`src/rtl/decode_regfile_sb_pkg.sv`:
```
// Shared sizing constants and helpers for the decode register file
// and its write-pending scoreboard.
package decode_regfile_sb_pkg;

    localparam int NUM_REGS  = 8;
    localparam int REG_IDX_W = 3;
    localparam int DATA_W    = 16;
    localparam int PEND_W    = 2;

    localparam logic [PEND_W-1:0] PEND_MAX = 2'd3;

    // Pending count as seen by a reader this cycle: a write-back landing
    // now retires one writer.  Never goes below zero.
    function automatic logic [PEND_W-1:0] eff_pend(
        input logic [PEND_W-1:0] p,
        input logic              wb_hit
    );
        if (wb_hit && (p != '0)) begin
            return p - 1'b1;
        end
        return p;
    endfunction

endpackage

```
`src/rtl/sb_counter.sv`:
```
// Saturating 0..PEND_MAX in-flight writer counter for one register.
// flag_o pulses when an inc/dec would leave the legal range.
module sb_counter
    import decode_regfile_sb_pkg::*;
(
    input  logic              clk,
    input  logic              rst,
    input  logic              inc_i,
    input  logic              dec_i,
    output logic [PEND_W-1:0] count_o,
    output logic              flag_o
);

    logic [PEND_W-1:0] count_q;
    logic [PEND_W-1:0] count_d;

    // Next count: inc and dec together cancel; out-of-range holds and flags.
    always_comb begin
        count_d = count_q;
        flag_o  = 1'b0;
        if (inc_i && !dec_i) begin
            if (count_q == PEND_MAX) begin
                flag_o = 1'b1;
            end else begin
                count_d = count_q + 1'b1;
            end
        end else if (dec_i && !inc_i) begin
            if (count_q == '0) begin
                flag_o = 1'b1;
            end else begin
                count_d = count_q - 1'b1;
            end
        end
    end

    // Counter register, cleared asynchronously.
    always_ff @(posedge clk or negedge rst) begin
        if (!rst) begin
            count_q <= '0;
        end else begin
            count_q <= count_d;
        end
    end

    assign count_o = count_q;

endmodule

```
`src/rtl/decode_regfile_sb.sv`:
```
// Decode-stage register file with write-back bypass and a per-register
// write-pending scoreboard that stalls decode on RAW hazards.
module decode_regfile_sb
    import decode_regfile_sb_pkg::*;
(
    input  logic                 clk,
    input  logic                 rst,
    input  logic [REG_IDX_W-1:0] rd_reg_1,
    input  logic [REG_IDX_W-1:0] rd_reg_2,
    input  logic                 rd_use_1,
    input  logic                 rd_use_2,
    input  logic                 issue_en,
    input  logic                 issue_w_en,
    input  logic [REG_IDX_W-1:0] issue_w_reg,
    input  logic                 wb_w_en,
    input  logic [REG_IDX_W-1:0] wb_w_reg,
    input  logic [DATA_W-1:0]    wb_data,
    output logic [DATA_W-1:0]    data_1,
    output logic [DATA_W-1:0]    data_2,
    output logic                 stall,
    output logic                 err
);

    logic [DATA_W-1:0]   regs_q [NUM_REGS];
    logic [PEND_W-1:0]   pend   [NUM_REGS];
    logic [NUM_REGS-1:0] inc;
    logic [NUM_REGS-1:0] dec;
    logic [NUM_REGS-1:0] flag;
    logic                err_q;
    logic                err_d;
    logic                issue_ok;
    logic                hit_1;
    logic                hit_2;

    assign hit_1 = wb_w_en && (wb_w_reg == rd_reg_1);
    assign hit_2 = wb_w_en && (wb_w_reg == rd_reg_2);

    // Read ports with same-cycle write-back bypass.
    always_comb begin
        data_1 = hit_1 ? wb_data : regs_q[rd_reg_1];
        data_2 = hit_2 ? wb_data : regs_q[rd_reg_2];
    end

    // RAW hazard: a used source still has a writer in flight.
    always_comb begin
        stall = 1'b0;
        if (rd_use_1 && (eff_pend(pend[rd_reg_1], hit_1) != '0)) begin
            stall = 1'b1;
        end
        if (rd_use_2 && (eff_pend(pend[rd_reg_2], hit_2) != '0)) begin
            stall = 1'b1;
        end
    end

    assign issue_ok = issue_en && !stall;

    // One-hot increment/decrement requests per register.
    always_comb begin
        inc = '0;
        dec = '0;
        for (int i = 0; i < NUM_REGS; i++) begin
            inc[i] = issue_ok && issue_w_en
                  && (issue_w_reg == REG_IDX_W'(i));
            dec[i] = wb_w_en && (wb_w_reg == REG_IDX_W'(i));
        end
    end

    for (genvar g = 0; g < NUM_REGS; g++) begin : g_sb
        sb_counter u_cnt (
            .clk     (clk),
            .rst     (rst),
            .inc_i   (inc[g]),
            .dec_i   (dec[g]),
            .count_o (pend[g]),
            .flag_o  (flag[g])
        );
    end

    assign err_d = err_q | (|flag);

    // Sticky protocol-error flag.
    always_ff @(posedge clk or negedge rst) begin
        if (!rst) begin
            err_q <= 1'b0;
        end else begin
            err_q <= err_d;
        end
    end

    assign err = err_q;

    // Register storage; write-back commits even on scoreboard underflow.
    always_ff @(posedge clk or negedge rst) begin
        if (!rst) begin
            for (int i = 0; i < NUM_REGS; i++) begin
                regs_q[i] <= '0;
            end
        end else if (wb_w_en) begin
            regs_q[wb_w_reg] <= wb_data;
        end
    end

endmodule

```
`config.mk`:
```
export PLATFORM = sky130hd
export DESIGN_NAME = decode_regfile_sb
export DESIGN_NICKNAME = d
export VERILOG_FILES = /design/src/rtl/decode_regfile_sb_pkg.sv /design/src/rtl/sb_counter.sv /design/src/rtl/decode_regfile_sb.sv
export SDC_FILE = /design/constraint.sdc
export NUM_CORES = 1
export LEC_CHECK = 0
export CAP_MARGIN = 0
export CORE_AREA = 10 10 220 118
export CTS_CLUSTER_SIZE = 25
export DETAILED_ROUTE_END_ITERATION = 10
export DIE_AREA = 0 0 230 128
export PLACE_DENSITY = 0.62
export SYNTH_ARGS = -nofsm -noshare
export SYNTH_HDL_FRONTEND = slang
export SYNTH_HIERARCHICAL = 1
export SYNTH_SLANG_ARGS = --single-unit
```
`constraint.sdc`:
```
create_clock -name clk -period 6.65 [get_ports clk]
set_clock_uncertainty 0.1 [all_clocks]
set_input_delay 1.33 -clock clk [delete_from_list [all_inputs] [get_ports clk]]
set_output_delay 1.33 -clock clk [all_outputs]
set_load 0.05 [all_outputs]
```
==> metrics.md, run 1 <==
| Metric | Value |
|---|---|
| Clock latency at the later pin of the worst-skew pair | `~0.44 ns` |
| Post-CTS Hold Buffers | `0` |
| Critical Path Source Type | `primary input` |
| Final Setup Violations | `0` |
| Syn_nets | `858` |
| GRT Total Usage | `0.1764` |
| Top cell by count, worst path | `buf_4` |
| Fill count | `2080` |
| Fmax | `approximately 180 MHz` |
| Initial Utilization | `0.3920` |
| WL final | `25.52 mm` |
| Seq. cell area | `0.003628 mm2` |
| Post-synth EDFFs | `0` |
| Pins Over Slew Limit | `0` |
| Residual DRC | `0` |
| Die X | `230 um` |
| PostCTS Resize Cnt | `0` |
| Ys async rst share | `1.000` |
| Antenna fix cells | `0` |
| Total grt overflow | `0` |
| Leading post-synthesis cells by cell area | `dfrtp_1, mux4_2, nand2_1, mux2_2, mux2i_1` |
| TritonCTS clock tree | `yes` |
| Area added between synthesis and finish | `17.46%` |
| DR vias/cell | `~5.5` |
| Worst-path clk slew | `0.06 ns` |
| Multi-input gate area in the final layout | `0.004753 mm2` |
| Core area | `about 0.022 mm2` |
| Min Tclk post-route | `around 5.6 ns` |
| Final hold vios | `0` |
| Commonest cells post-synth | `nand2_1, dfrtp_1, mux4_2` |
| Synthesized area per cell | `10.84 um2` |
| Largest net degree at the start of global routing | `94` |
| Drt pass-1 iters | `5` |
| Setup TNS | `0 ns` |
| I/O Pins | `69` |
| Unique masters post-synth | `37` |
| Clock Tree Buf Depth | `2` |
| Initial antenna violation count | `1` |
| Crit. End Element | `output pin` |
| Clock Tree Root | `clkbuf_16` |
| DR vias | `6455` |
| Most instantiated library cell after synthesis | `nand2_1` |
| MaxCap Viol Count | `0` |
| Crit Path Class | `in2out` |
| # clock sinks | `145` |
| Yosys warns | `6` |
| CP max-delay cell | `clkdlybuf4s50_1` |
| H-tree depth | `4` |
| Share of cells above drive strength 1 | `0.2807` |
| Cell Rows | `39` |
| Gp weighted congestion | `0.8993` |
| Worst rel slew slack | `0.2312` |
| Setup WS pre-CTS | `1.096 ns` |
| Period Utilization, post-route | `0.8371` |
| Yosys reg bits | `approximately 150` |
| Gate count of the mapped netlist | `805` |
| Dpl hpwl | `17.02 mm` |
| Antenna Nets Post-Route | `0` |
| Synth top area share | `0.4159` |
| CP Max Fanout | `34` |
| Final WS setup | `1.083 ns` |
| Die Y | `128 um` |
| Leak | `between 4 and 5 nW` |
| CP arrival | `4.14 ns` |
| Hold WC Path Type | `reg2reg` |
| Critical Path RT | `5.22 ns` |
| Avg WL per Cell | `21.83 um` |
| Final #Nets | `902` |
| Mapped cell area | `0.008723 mm2` |
| Area of the die | `approximately 0.029 mm2` |
| Maximum vdd drop | `between 0.1 and 0.15 mV` |
| CTS Buf Count | `17` |
| Status | `completed` |
| Critical Path, Cell by Cell | `clkdlybuf4s50_1 > buf_4 > xnor2_2 > nand4_1 > buf_4 > or4_1 > a32o_1 > buf_4` |
| RSZ-0062 raised after global routing | `false` |
| First-pass GRT wire length | `39.43 mm` |
| Post-CTS Setup Inserts | `0` |
| IO buf count | `68` |
| Largest delay contributor family on the critical path | `buffers and inverters` |
| Actual slew at the worst max-slew pin | `1.147 ns` |
| Max incr delay on CP | `0.73 ns` |
| Bufs and invs on worst path | `4` |
| Vias in the first global route | `6390` |
| PD cells | `305.3 mW/mm2` |
| Initial DRC count | `~640` |
| Top FF cell, synth | `dfrtp_1` |
| Cell taking the most area after synthesis | `dfrtp_1` |
| Sequential share of the synthesized area | `0.4159` |
==> registers in the layout, indices dropped and copies added, names as in the netlist <==
signal,cells
g_sb.u_cnt/count_o,16
regs_q,128
err,1
==> final timing paths <==
check	start	to	slack (ns)	cells after the start
max	rd_reg_2[2]	stall	1.08	8
min	regs_q[16]	regs_q[16]	0.40	2
min reg2reg	regs_q[16]	regs_q[16]	0.40	2
max reg2reg	g_sb[6].u_cnt/count_o[0]	err	2.70	13
max in group asynchronous	rst	g_sb[3].u_cnt/count_o[1]	4.30	2
min in group asynchronous	rst	g_sb[0].u_cnt/count_o[1]	0.86	1
==> per-layer routing <==
layer  up-vias  share of wire  GRT usage
met1      3284           0.50     0.2617
met2       210           0.42     0.2471
met4         2          0.011    0.04692
li1       2937              -          -
met3        22          0.072    0.04662
met5         -        0.00051          0
==> where the power goes <==
part / switching (W) / internal (W)
clock: 0.000397 / 0.000688
sequential: 0.000124 / 0.00104
combinational: 0.000485 / 0.000390
==> worst register-to-register path, delay by kind of cell (launching register included) <==
family	cells	cell delay (ns)
AOI/OAI and AO/OA	2	0.45
and+or+nand+nor	6	1.52
DFF	1	0.49
muxes	2	0.73
buffers and inverters	1	0.03
adders and majority gates	2	0.51
==> per-stage QoR <==
stage          power (W)  instance area, um2  cells    util  hold slack [ns]
3_5_place_dp    0.002058                9584   1137  0.4307           0.3841
6_report        0.003128               10250   1169  0.4605           0.3988
4_1_cts         0.003148               10250   1169  0.4605           0.3981
2_1_floorplan   0.001778                8723    805       -           0.3572
5_1_grt         0.003269               10250   1169  0.4605           0.4156
3_3_place_gp    0.002042                9584   1137  0.4307           0.3760
==> final cells by class <==
type	instances	area share
multi-input cells	576	0.4639
flip-flops and latches	145	0.3541
repair buffers	86	0.07144
clock buffers	20	0.04457
well taps	307	0.03749
clock inverters	12	0.02003
inverters	23	0.008426
==> cells in the final DEF (no fill, tap or decap), types with 2 or more instances in the layout <==
| master | synthesis | routed |
|---|---|---|
| a21boi_1 | 8 | 8 |
| a21oi_1 | 32 | 32 |
| buf_2 | 13 | 4 |
| buf_4 | 1 | 44 |
| bufinv_16 | 0 | 5 |
| clkbuf_16 | 0 | 17 |
| clkbuf_8 | 0 | 2 |
| clkdlybuf4s50_1 | 0 | 37 |
| clkinv_1 | 4 | 4 |
| clkinv_4 | 0 | 3 |
| clkinvlp_4 | 0 | 2 |
| dfrtp_1 | 145 | 145 |
| ha_1 | 18 | 18 |
| inv_1 | 19 | 19 |
| mux2_2 | 64 | 64 |
| mux2i_1 | 35 | 35 |
| mux4_2 | 72 | 72 |
| nand2_1 | 219 | 219 |
| nand2b_1 | 3 | 3 |
| nand3_1 | 10 | 10 |
| nand4_1 | 4 | 4 |
| nor2_1 | 36 | 34 |
| nor2_2 | 8 | 10 |
| nor2b_1 | 8 | 8 |
| nor3_1 | 6 | 5 |
| nor4_1 | 3 | 3 |
| nor4b_2 | 2 | 2 |
| o211ai_1 | 2 | 2 |
| o21ai_0 | 16 | 16 |
| o21ai_1 | 8 | 8 |
| o31ai_2 | 8 | 8 |
| or2_2 | 2 | 2 |
| xnor2_1 | 5 | 5 |
==> kinds of logic (layout without fill, tap and decap cells) <==
group,count (synthesis),in the layout,synth area share
mux,172,172,0.3102
xor+xnor,6,6,0.006885
compound gates,76,76,0.05465
fa+ha+maj,18,18,0.02582
buf+inv,84,141,0.04102
simple gates,304,304,0.1454
flops,145,145,0.4159
(Power assumes the default switching activity.)
==> run 2, diff against run 1 <==
--- a/config.mk
+++ b/config.mk
@@ -10,7 +10,7 @@
 export CTS_CLUSTER_SIZE = 25
 export DETAILED_ROUTE_END_ITERATION = 10
 export DIE_AREA = 0 0 230 128
-export PLACE_DENSITY = 0.62
+export PLACE_DENSITY = 0.64
 export SYNTH_ARGS = -nofsm -noshare
 export SYNTH_HDL_FRONTEND = slang
 export SYNTH_HIERARCHICAL = 1
==> constraint.sdc (replaced) <==
create_clock -name clk -period 5.1 [get_ports clk]
set_clock_uncertainty 0.1 [all_clocks]
set_input_delay 1.02 -clock clk [delete_from_list [all_inputs] [get_ports clk]]
set_output_delay 1.02 -clock clk [all_outputs]
set_load 0.05 [all_outputs]
==> metrics.md, run 2 (same netlist as run 1, synthesis figures left out) <==
| Metric | Value |
|---|---|
| Avg WL per Cell | `21.29 um (was 21.83 um)` |
| Largest net degree at the start of global routing | `90 (was 94)` |
| Drt pass-1 iters | `5 (unchanged)` |
| MaxCap Viol Count | `0 (unchanged)` |
| PD cells | `403.2 mW/mm2 (was 305.3 mW/mm2)` |
| Fin Hold WS | `0.3986 ns (was 0.3988 ns)` |
| Final core occ | `0.4800 (was 0.4605)` |
| Setup WS pre-CTS | `0.1208 ns (was 1.096 ns)` |
| Worst r2r dst | `err (unchanged)` |
| Largest delay contributor family on the critical path | `buffers and inverters (unchanged)` |
| Dpl hpwl | `17.38 mm (was 17.02 mm)` |
| Worst rel slew slack | `0.4326 (was 0.2312)` |
| Actual slew at the worst max-slew pin | `0.8511 ns (was 1.147 ns)` |
| Antenna Nets Post-Route | `0 (unchanged)` |
| Clock Tree Root | `clkbuf_16 (unchanged)` |
| Initial Utilization | `0.3920 (unchanged)` |
| Critical Path, Cell by Cell | `clkdlybuf4s50_1 > mux4_2 > mux2i_2 > ha_1 > inv_1 > or4_1 > a32o_1 > buf_4 (was clkdlybuf4s50_1 > buf_4 > xnor2_2 > nand4_1 > buf_4 > or4_1 > a32o_1 > buf_4)` |
| Setup TNS | `0 ns (unchanged)` |
| Bufs and invs on worst path | `3 (was 4)` |
| Worst-path clk slew | `0.07 ns (was 0.06 ns)` |
| Crit. End Element | `output pin (unchanged)` |
| Post-CTS Hold Buffers | `0 (unchanged)` |
| Clock latency at the later pin of the worst-skew pair | `0.43 ns (was 0.44 ns)` |
| Max reg flops | `128 (unchanged)` |
| Largest register by flop count | `regs_q (unchanged)` |
| Final hold vios | `0 (unchanged)` |
| Fin area | `0.01068 mm2 (was 0.01025 mm2)` |
| Die X | `230 um (unchanged)` |
| # clock sinks | `145 (unchanged)` |
| Leak | `4.659 nW (was 4.484 nW)` |
| Residual DRC | `0 (unchanged)` |
| Fmax | `213.0 MHz` |
| Cell Rows | `39 (unchanged)` |
| Min Tclk post-route | `4.695 ns` |
| CTS Buf Count | `17 (unchanged)` |
| Maximum vdd drop | `0.2282 mV (was 0.1454 mV)` |
| Die Y | `128 um (unchanged)` |
| Worst r2r src | `g_sb[6].u_cnt/count_o[0] (unchanged)` |
| TritonCTS clock tree | `yes (unchanged)` |
| Area added between synthesis and finish | `22.43% (was 17.46%)` |
| WL final | `25.01 mm (was 25.52 mm)` |
| Total grt overflow | `0 (unchanged)` |
| Clock Tree Buf Depth | `2 (unchanged)` |
| Pins Over Slew Limit | `0 (unchanged)` |
| Initial antenna violation count | `0 (was 1)` |
| Share of cells above drive strength 1 | `0.2949 (was 0.2807)` |
| Core area | `0.02225 mm2 (unchanged)` |
| DP Area | `0.01001 mm2 (was 0.009584 mm2)` |
| H-tree depth | `4 (unchanged)` |
| Area of the die | `0.02944 mm2 (unchanged)` |
| Hold Path Depth | `2 (unchanged)` |
| Most frequent cells in the layout | `nand2_1, dfrtp_1, mux4_2 (unchanged)` |
| CP Max Fanout | `9 (was 34)` |
| Antenna fix cells | `0 (unchanged)` |
| Status | `completed (unchanged)` |
| Hold WC Path Type | `reg2reg (unchanged)` |
| CP arrival | `3.58 ns (was 4.14 ns)` |
| CP max-delay cell | `clkdlybuf4s50_1 (unchanged)` |
| R2r setup slk | `1.03 ns (was 2.70 ns)` |
| Period Utilization, post-route | `0.9206` |
| Crit Path Class | `in2out (unchanged)` |
| Vias in the first global route | `6509 (was 6390)` |
| GRT Total Usage | `0.1735 (was 0.1764)` |
| Final WS setup | `0.4049 ns (was 1.083 ns)` |
| Post-CTS Setup Inserts | `0 (unchanged)` |
| Initial DRC count | `548 (was 641)` |
| PostCTS Resize Cnt | `0 (unchanged)` |
| Most common cell after layout, fill and taps aside | `nand2_1 (unchanged)` |
| Final #Nets | `908 (was 902)` |
| DR vias | `6506 (was 6455)` |
| Worst-case reg-to-reg path depth | `14 (was 13)` |
| Hold EP | `regs_q[43] (was regs_q[16])` |
| Final Setup Violations | `0 (unchanged)` |
| IO buf count | `68 (unchanged)` |
| DR vias/cell | `5.537 (was 5.522)` |
| RSZ-0062 raised after global routing | `false (unchanged)` |
| Critical Path Source Type | `primary input (unchanged)` |
| Critical Path RT | `3.98 ns (was 5.22 ns)` |
| Gp weighted congestion | `0.9380 (was 0.8993)` |
| I/O Pins | `69 (unchanged)` |
| First-pass GRT wire length | `39.35 mm (was 39.43 mm)` |
| Min-delay src | `regs_q[43] (was regs_q[16])` |
| Max incr delay on CP | `0.60 ns (was 0.73 ns)` |
[run 2: cell count changes in the layout (fill, tap and decap cells not counted)]
cell             change
buf_12              +32
buf_4               -19
clkdlybuf4s50_1      -7
clkbuf_1             -1
clkbuf_8             -1
clkinv_2             -1
clkinv_4             +1
inv_6                +1
inv_8                +1
[run 2: final cells by class]
cell class | instances | area, um2
Fill cell | 1994 | 11570
Clock inverter | 14 | 229.0
Inverter | 23 | 86.33
Timing Repair Buffer | 92 | 1160
Sequential cell | 145 | 3628
Clock buffer | 18 | 439.2
Tap cell | 307 | 384.1
Multi-Input combinational cell | 576 | 4753
[run 2: worst register-to-register path, stage by stage (launching register included)]
cell and delay, ns:
dfrtp_1 0.49, mux4_2 0.52, mux2i_2 0.22, ha_1 0.17
inv_1 0.03, or4_1 0.49, a32o_1 0.42, nor4_1 0.41
buf_4 0.19, ha_1 0.18, nor2_2 0.06, nand2_1 0.08
o21ai_1 0.06, nor3_1 0.38, nand3_1 0.14
[run 2: through the flow]
| step | power (W) | cells |
|---|---|---|
| global route | 0.004480 | 1175 |
| CTS | 0.004329 | 1175 |
| detailed placement | 0.002905 | 1143 |
| global placement | 0.002872 | 1143 |
| finish | 0.004307 | 1175 |
| floorplan | 0.002318 | 805 |
[run 2: worst max-delay path by stage]
stage / from / slack, ns / end / cells past startpoint
after global placement: rd_reg_2[2] / 0.25 / err / 14
final: rd_reg_2[2] / 0.40 / stall / 8
after detailed placement: rd_reg_2[2] / 0.12 / err / 14
after CTS: rd_reg_2[2] / 0.43 / stall / 8
after global routing: rd_reg_2[2] / 0.20 / err / 14
after floorplan: rd_reg_2[0] / 0.90 / err / 15
[run 2: metal layers]
layer,track usage,share of wire,vias up
li1,-,-,2934
met1,0.2526,0.47,3339
met2,0.2585,0.45,216
met3,0.03778,0.074,17
met4,0.03923,0.0092,0
met5,0,0,-
[run 2: where the power goes]
group / internal, W / switching [W] / total [W]
Sequential: 0.00136 / 0.000165 / 0.00153
Clock: 0.000890 / 0.000533 / 0.00142
Combinational: 0.000681 / 0.000676 / 0.00136
Total: 0.00293 / 0.00137 / 0.00431
==> run 3, diff against run 2 <==
--- a/config.mk
+++ b/config.mk
@@ -10,7 +10,7 @@
 export CTS_CLUSTER_SIZE = 25
 export DETAILED_ROUTE_END_ITERATION = 10
 export DIE_AREA = 0 0 230 128
-export PLACE_DENSITY = 0.64
+export PLACE_DENSITY = 0.62
 export SYNTH_ARGS = -nofsm -noshare
 export SYNTH_HDL_FRONTEND = slang
 export SYNTH_HIERARCHICAL = 1
==> constraint.sdc (replaced) <==
create_clock -name clk -period 6.1 [get_ports clk]
set_clock_uncertainty 0.1 [all_clocks]
set_input_delay 1.22 -clock clk [delete_from_list [all_inputs] [get_ports clk]]
set_output_delay 1.22 -clock clk [all_outputs]
set_load 0.05 [all_outputs]
==> metrics.md, run 3 (same netlist as run 1, synthesis figures left out) <==
| Metric | Value |
|---|---|
| GRT Total Usage | `0.1744 (was 0.1735)` |
| Final WS setup | `0.9150 ns (was 0.4049 ns)` |
| Cell Rows | `39 (unchanged)` |
| Clock Tree Root | `clkbuf_16 (unchanged)` |
| Drt pass-1 iters | `5 (unchanged)` |
| Hold Path Depth | `2 (unchanged)` |
| Crit Path Class | `in2out (unchanged)` |
| Core area | `0.02225 mm2 (unchanged)` |
| R2r setup slk | `2.16 ns (was 1.03 ns)` |
| CTS Buf Count | `17 (unchanged)` |
| Share of cells above drive strength 1 | `0.2880 (was 0.2949)` |
| Area added between synthesis and finish | `20.34% (was 22.43%)` |
| Largest register by flop count | `regs_q (unchanged)` |
| Setup WS pre-CTS | `0.8801 ns (was 0.1208 ns)` |
| Hold WC Path Type | `reg2reg (unchanged)` |
| Clock latency at the later pin of the worst-skew pair | `0.44 ns (was 0.43 ns)` |
| Residual DRC | `0 (unchanged)` |
| Total grt overflow | `0 (unchanged)` |
| Area of the die | `0.02944 mm2 (unchanged)` |
| Post-CTS Setup Inserts | `0 (unchanged)` |
| MaxCap Viol Count | `0 (unchanged)` |
| Post-CTS Hold Buffers | `0 (unchanged)` |
| Final Setup Violations | `0 (unchanged)` |
| First-pass GRT wire length | `39.56 mm (was 39.35 mm)` |
| Status | `completed (unchanged)` |
| Period Utilization, post-route | `0.8500` |
| Initial Utilization | `0.3920 (unchanged)` |
| Leak | `4.574 nW (was 4.659 nW)` |
| Largest net degree at the start of global routing | `101 (was 90)` |
| DR vias | `6435 (was 6506)` |
| Actual slew at the worst max-slew pin | `0.9817 ns (was 0.8511 ns)` |
| Gp weighted congestion | `0.8881 (was 0.9380)` |
| DP Cell Count | `1136 (was 1143)` |
| Crit. End Element | `output pin (unchanged)` |
| Initial DRC count | `621 (was 548)` |
| Setup TNS | `0 ns (unchanged)` |
| Fmax | `approximately 190 MHz` |
| Pins Over Slew Limit | `0 (unchanged)` |
| Antenna fix cells | `0 (unchanged)` |
| Die Y | `128 um (unchanged)` |
| Avg WL per Cell | `21.38 um (was 21.29 um)` |
| Worst rel slew slack | `0.3455 (was 0.4326)` |
| PostCTS Resize Cnt | `0 (unchanged)` |
| Most frequent cells in the layout | `nand2_1, dfrtp_1, mux4_2 (unchanged)` |
| DR vias/cell | `5.509 (was 5.537)` |
| WL final | `24.98 mm (was 25.01 mm)` |
| Final #Nets | `901 (was 908)` |
| # clock sinks | `145 (unchanged)` |
| Critical Path Source Type | `primary input (unchanged)` |
| I/O Pins | `69 (unchanged)` |
| Max reg flops | `128 (unchanged)` |
| IO buf count | `68 (unchanged)` |
| Initial antenna violation count | `1 (was 0)` |
| Dpl hpwl | `16.65 mm (was 17.38 mm)` |
| RSZ-0062 raised after global routing | `false (unchanged)` |
| H-tree depth | `4 (unchanged)` |
| Final hold vios | `0 (unchanged)` |
| Final core occ | `0.4718 (was 0.4800)` |
| Clock Tree Buf Depth | `2 (unchanged)` |
| Worst-case reg-to-reg path depth | `13 (was 14)` |
| CP Max Fanout | `9 (unchanged)` |
| TritonCTS clock tree | `yes (unchanged)` |
| Antenna Nets Post-Route | `0 (unchanged)` |
| Maximum vdd drop | `0.1628 mV (was 0.2282 mV)` |
| Vias in the first global route | `6447 (was 6509)` |
| PD cells | `331.8 mW/mm2 (was 403.2 mW/mm2)` |
| Min Tclk post-route | `5.185 ns` |
| Worst-path clk slew | `0.06 ns (was 0.07 ns)` |
| Most common cell after layout, fill and taps aside | `nand2_1 (unchanged)` |
| Fill count | `2081 (was 1994)` |
| Die X | `230 um (unchanged)` |
| Non-filler cells, final | `1168 (was 1175)` |
| Critical Path RT | `4.78 ns (was 3.98 ns)` |
| CP arrival | `3.87 ns (was 3.58 ns)` |
==> run 3: changes by cell type in the layout (fill, tap and decap cells not counted), sizes merged <==
cell / change
buf: -7
inv: +1
bufinv: -2
clkinv: -1
clkbuf: +2
==> run 3: path summary, 6_finish.rpt <==
| kind | from | endpoint |
|---|---|---|
| min | regs_q[42] | regs_q[42] |
| max in group asynchronous | rst | regs_q[45] |
| max | rd_reg_1[2] | stall |
| min in group asynchronous | rst | g_sb[1].u_cnt/count_o[1] |
| max reg2reg | g_sb[0].u_cnt/count_o[0] | err |
| min reg2reg | regs_q[42] | regs_q[42] |
==> run 3: power breakdown <==
part	switching [W]	total [W]	internal (W)
Sequential	0.000133	0.00127	0.00114
Combinational	0.000551	0.00109	0.000535
Clock	0.000452	0.00113	0.000674
Total	0.00114	0.00348	0.00235
==> run 3: cell type report <==
| type | count | area [um2] | area share |
|---|---|---|---|
| Multi-Input combinational cell | 576 | 4753 | 0.4528 |
| Sequential cell | 145 | 3628 | 0.3456 |
| Timing Repair Buffer | 85 | 1020 | 0.09714 |
| Clock buffer | 20 | 456.7 | 0.04350 |
| Tap cell | 307 | 384.1 | 0.03659 |
| Clock inverter | 12 | 168.9 | 0.01609 |
| Inverter | 23 | 86.33 | 0.008224 |
==> run 3: per-layer routing <==
metal  share of wire  up-vias  GRT usage
li1                -     2924          -
met1            0.49     3283     0.2577
met2            0.42      202     0.2419
met3           0.074       24    0.05082
met4           0.013        2    0.04692
met5         0.00040        -          0
==> run 3: stage by stage <==
stage,power (W),area (um2),hold slack [ns]
global route,0.003636,10500,0.4195
global placement,0.002356,9872,0.3756
detailed placement,0.002374,9872,0.3823
floorplan,0.001938,8723,0.3572
CTS,0.003507,10500,0.3989
finish,0.003483,10500,0.3979
==> run 3: worst max-delay path: stages <==
cell             delay, ns
clkdlybuf4s50_1       0.79
mux4_2                0.38
mux2i_1               0.26
ha_1                  0.18
inv_1                 0.03
o41a_1                0.41
a32o_1                0.34
buf_4                 0.25
